<file path="config.mk">
export PLATFORM = sky130hd
export DESIGN_NAME = run_stream_tx
export DESIGN_NICKNAME = d
export VERILOG_FILES = /design/src/rtl/run_stream_tx.sv
export SDC_FILE = /design/constraint.sdc
export NUM_CORES = 1
export LEC_CHECK = 0
export BUFFER_PORTS_ARGS = -buffer_cell sky130_fd_sc_hd__buf_2
export CORE_MARGIN = 2
export CORE_UTILIZATION = 55
export CTS_CLUSTER_SIZE = 14
export DETAILED_ROUTE_END_ITERATION = 10
export PLACE_DENSITY = 0.9
export SETUP_SLACK_MARGIN = 0.5
export SYNTH_ARGS = -nofsm -noshare
export SYNTH_HDL_FRONTEND = slang
export SYNTH_SLANG_ARGS = --single-unit
</file>
<file path="constraint.sdc">
create_clock -name clk_i -period 3.08 [get_ports clk_i]
set_clock_uncertainty 0.05 [all_clocks]
set_input_delay 0.154 -clock clk_i [delete_from_list [all_inputs] [get_ports clk_i]]
set_output_delay 0.154 -clock clk_i [all_outputs]
set_load 0.1 [all_outputs]
</file>
<file path="src/rtl/run_stream_tx.sv">
// Run-length serial transmitter: expands (bit, length) commands into a gapless bit stream
// and predicts the downstream run detector's "MATCH_N identical bits" indication.
module run_stream_tx #(
  parameter int unsigned LEN_W   = 4,
  parameter int unsigned MATCH_N = 4
) (
  input  logic             clk_i,
  input  logic             rst_ni,
  input  logic             cmd_valid_i,
  output logic             cmd_ready_o,
  input  logic             cmd_bit_i,
  input  logic [LEN_W-1:0] cmd_len_i,
  output logic             out_o,
  output logic             out_valid_o,
  output logic             run_done_o,
  output logic             match_o,
  output logic             busy_o,
  output logic             state_dout_o
);

  localparam int unsigned StreakW = $clog2(MATCH_N) + 1;
  localparam logic [StreakW-1:0] StreakMax = StreakW'(MATCH_N);
  localparam logic [StreakW-1:0] StreakOne = StreakW'(1);
  localparam logic [LEN_W-1:0]   CntOne    = LEN_W'(1);

  typedef enum logic {StIdle = 1'b0, StSend = 1'b1} state_e;

  state_e               state_q, state_d;
  logic [LEN_W-1:0]     cnt_q, cnt_d;
  logic                 cur_bit_q, cur_bit_d;
  logic [StreakW-1:0]   streak_q, streak_d;
  logic                 out_q, out_d;
  logic                 out_valid_q, out_valid_d;
  logic                 run_done_q, run_done_d;
  logic                 match_q, match_d;
  logic                 accept;
  logic                 load;

  assign cmd_ready_o = (state_q == StIdle) || (cnt_q == CntOne);
  assign accept      = cmd_valid_i && cmd_ready_o;
  assign load        = accept && (cmd_len_i != '0);

  always_comb begin
    state_d     = state_q;
    cnt_d       = cnt_q;
    cur_bit_d   = cur_bit_q;
    out_d       = 1'b0;
    out_valid_d = 1'b0;
    run_done_d  = 1'b0;
    streak_d    = '0;
    match_d     = 1'b0;

    unique case (state_q)
      StIdle: begin
        // Zero-length commands are consumed here without leaving IDLE.
        if (load) begin
          state_d   = StSend;
          cnt_d     = cmd_len_i;
          cur_bit_d = cmd_bit_i;
        end
      end
      StSend: begin
        if (cnt_q != CntOne) begin
          cnt_d = cnt_q - CntOne;
        end else if (load) begin
          cnt_d     = cmd_len_i;
          cur_bit_d = cmd_bit_i;
        end else begin
          state_d = StIdle;
          cnt_d   = '0;
        end
      end
    endcase

    if (state_d == StSend) begin
      out_valid_d = 1'b1;
      out_d       = cur_bit_d;
      run_done_d  = (cnt_d == CntOne);
    end

    // A gap cycle or a value change restarts the streak.
    if (out_valid_d) begin
      if (out_valid_q && (out_d == out_q)) begin
        streak_d = (streak_q == StreakMax) ? streak_q : streak_q + StreakOne;
      end else begin
        streak_d = StreakOne;
      end
    end
    match_d = out_valid_d && (streak_d == StreakMax);
  end

  always_ff @(posedge clk_i or negedge rst_ni) begin
    if (!rst_ni) begin
      state_q     <= StIdle;
      cnt_q       <= '0;
      cur_bit_q   <= 1'b0;
      streak_q    <= '0;
      out_q       <= 1'b0;
      out_valid_q <= 1'b0;
      run_done_q  <= 1'b0;
      match_q     <= 1'b0;
    end else begin
      state_q     <= state_d;
      cnt_q       <= cnt_d;
      cur_bit_q   <= cur_bit_d;
      streak_q    <= streak_d;
      out_q       <= out_d;
      out_valid_q <= out_valid_d;
      run_done_q  <= run_done_d;
      match_q     <= match_d;
    end
  end

  assign out_o        = out_q;
  assign out_valid_o  = out_valid_q;
  assign run_done_o   = run_done_q;
  assign match_o      = match_q;
  assign busy_o       = (state_q == StSend);
  assign state_dout_o = state_q;

endmodule

</file>
==> impl_results.md <==
* Clock-pin transition on the worst setup and hold timing paths at 0.08 ns
* Number of instances in the synthesized netlist at 76
* Post-route fraction of the period consumed by the critical path at 71.9%
* Final Setup Violations at 0
* Start point of the critical path: cnt_q[1]$_DFF_PN0_
* Via count of the first global-routing pass at 638
* Final Net Count at 104
* Total gr overflow at 0
* Worst reg2reg endpoint: match_o$_DFF_PN0_
* Vias after detailed routing at 684
* Root Buffer: clkbuf_4
* Warning count from the yosys run at 0
* Antenna fix cells at 0
* Layout cell share with drive strength beyond 1 at 23.1%
* Unrepaired setup endpoints after global routing: false
* Destination of the critical timing path: cmd_ready_o
* Startpoint kind of the worst setup timing path: flop
* Total half-perimeter wirelength after legalization and detailed placement at 1240 um
* Post-synth EDFFs at 0
* Initial antenna violation count at 0
* Transition time of the tightest slew-check pin at 0.721 ns
* Critical register-to-register path startpoint: cnt_q[1]$_DFF_PN0_
* Setup Fix Bufs, Post-CTS at 0
* Final RePlAce weighted congestion at 0.950
* Max-slew headroom at 51.4%
* Distinct cell type count of the synthesized netlist at 32
* R2R cell count at 6
* CTS tree: yes
* GR Util All Layers at 25.2%
* Worst endpoint required time at 2.88 ns
* Post-synthesis register bit count at 12
* Fill cell total of the finished layout at 109
* Post-synthesis net count at 88
* Total area of multi-input combinational cells at 380 sq um
* DRC errors left at 0
* Total Wirelength at 1580 um
* Mean instance size in the synthesized netlist at 9.63 sq um
* Die boundary width at 40.5 um
* Post-synthesis sequential area ratio at 41.0%
* Die Height at 40.5 um
* Share of flip-flops with an asynchronous set or reset at 100%
* Main flop type after synthesis: dfrtp_1
* Max_cap viols at 0
* Result of the run: complete, no violations
* DRT Pass-1 Iters at 4
* Number of input and output port buffers inserted at 14
* Register Area at 300 sq um
* Reg-to-reg slack, setup at 0.98 ns
* Initial Utilization at 57.7%
* Biggest area contributors in the synthesized netlist: dfrtp_1, ha_1, nand2_1
* Cell type with the largest total area after synthesis: dfrtp_1
* Worst-skew pair later-pin latency at 0.27 ns
* Standard-cell row count at 13
* Hold crit path type: in2reg
* Netlist Area Pre-Place at 732 sq um
* Die outline area at 0.00164 sq mm
* Floorplan Core Area at 0.00127 sq mm
* Crit Path Max Fanout at 6
* CTS H-tree depth at 1
* Setup TNS at 0 ns
* Final count of pins violating max slew at 0
* First-iteration detailed-routing DRC count at 18
* Maximum number of pins on one net before global-route repair at 16
* Number of buffers on the longest clock path at 2
* Remaining number of nets flagged by the antenna check after routing at 0
* I/O pin cnt at 15
* Clock net sink count at 12
* Number of hold violations in the final report at 0
* Average wire per cell in the routed design at 14.9 um
* Top-area cell type share of the netlist area at 41.0%
* Via-per-instance ratio at 6.45
* Data arrival time at the worst-slack endpoint at 2.01 ns
* Post-synthesis to final-layout area growth at 15.0%
* Crit Path Class: reg2out
* Time the final worst path needs with I/O delays and setup at 2.22 ns
* Fmax at 0.451 GHz
* Number of buffers inserted during clock tree synthesis at 3
* First-pass GRT wire length at 2700 um
* Type of element capturing the critical path: primary output
flip-flops by register name, indices dropped and copies added, names as in the netlist:
register and cells:
cnt_q 4, out_valid_o 1, out_o 1, run_done_o 1
cur_bit_q 1, match_o 1, streak_q 3
area by class of cell:
| class | count | area share, % |
|---|---|---|
| Clock buffer | 4 | 4.31 |
| Sequential cell | 12 | 35.7 |
| Timing Repair Buffer | 15 | 9.51 |
| Inverter | 7 | 3.12 |
| Tap cell | 15 | 2.23 |
| Multi-Input combinational cell | 53 | 45.2 |
cells in the final DEF, fill, tap and decap left out, types with 3 or more instances in the layout:
master / count
o211ai_1: 4
inv_1: 7
dfrtp_1: 12
clkbuf_4: 3
buf_2: 14
o21ai_0: 3
nand2_1: 9
nor2_1: 3
a21oi_1: 4
ha_1: 4
how the worst min path moves through the flow:
stage,start,endpoint,slack (ns),depth (start not counted)
2_1_floorplan,rst_ni,cnt_q[0]$_DFF_PN0_,-0.19,0
3_5_place_dp,rst_ni,streak_q[2]$_DFF_PN0_,-0.01,1
4_1_cts,cmd_bit_i,streak_q[1]$_DFF_PN0_,0.19,3
5_1_grt,cmd_len_i[2],cnt_q[2]$_DFF_PN0_,0.20,3
6_report,cmd_bit_i,streak_q[1]$_DFF_PN0_,0.19,3
3_3_place_gp,rst_ni,match_o$_DFF_PN0_,-0.01,1
kinds of logic after synthesis:
group	share of synthesized area [%]
buffers and inverters	7.69
XOR/XNOR	2.39
AO/OA/AOI/OAI	23.9
adder cells (fa/ha/maj)	6.84
flip-flops	41.0
multiplexers	1.37
AND/OR/NAND/NOR	16.8
metal layers:
layer  part of all wire, %  up-vias  track usage [%]
li1                      -      313                -
met2                    54       38             42.1
met1                    38      325             30.1
met5                     0        -                0
met3                   7.0        8             9.44
met4                   1.3        0             6.67
synthesized netlist by cell type, types with 2 or more instances:
cell	count
inv_1	7
o211ai_1	4
dfrtp_1	12
a31oi_1	2
buf_4	2
a21oi_1	4
nand3_1	2
a211oi_1	2
nor3_1	2
xnor2_1	2
nor2_1	3
o21ai_0	3
nand2_1	9
ha_1	4
per-stage QoR:
stage | cells | hold WS [ns] | setup slack (ns) | instance area [sq um] | util (%)
detailed placement | 101 | -0.0116 | 0.943 | 791 | 62.3
global route | 106 | 0.204 | 0.729 | 842 | 66.4
CTS | 106 | 0.192 | 0.659 | 837 | 66.0
floorplan | 76 | -0.192 | 0.597 | 732 | -
global placement | 101 | -0.0137 | 1.10 | 791 | 62.3
finish | 106 | 0.192 | 0.864 | 842 | 66.4
worst max-delay path, cell delays in order, from the launching register on:
cell     delay [ns]
dfrtp_1        0.40
inv_1          0.09
ha_1           0.16
nor3b_2        0.34
nor2_1         0.14
inv_1          0.16
buf_2          0.45
repair_timing:
action                                  in CTS  in global routing
hold buffers                                 1                  0
endpoints found under the setup margin       0                  1
resized for setup                            0                  1
hold endpoints to repair                    12                  0
Power is not shown: default switching activity piles up to over one toggle a cycle in this logic, so the estimate is an artifact.
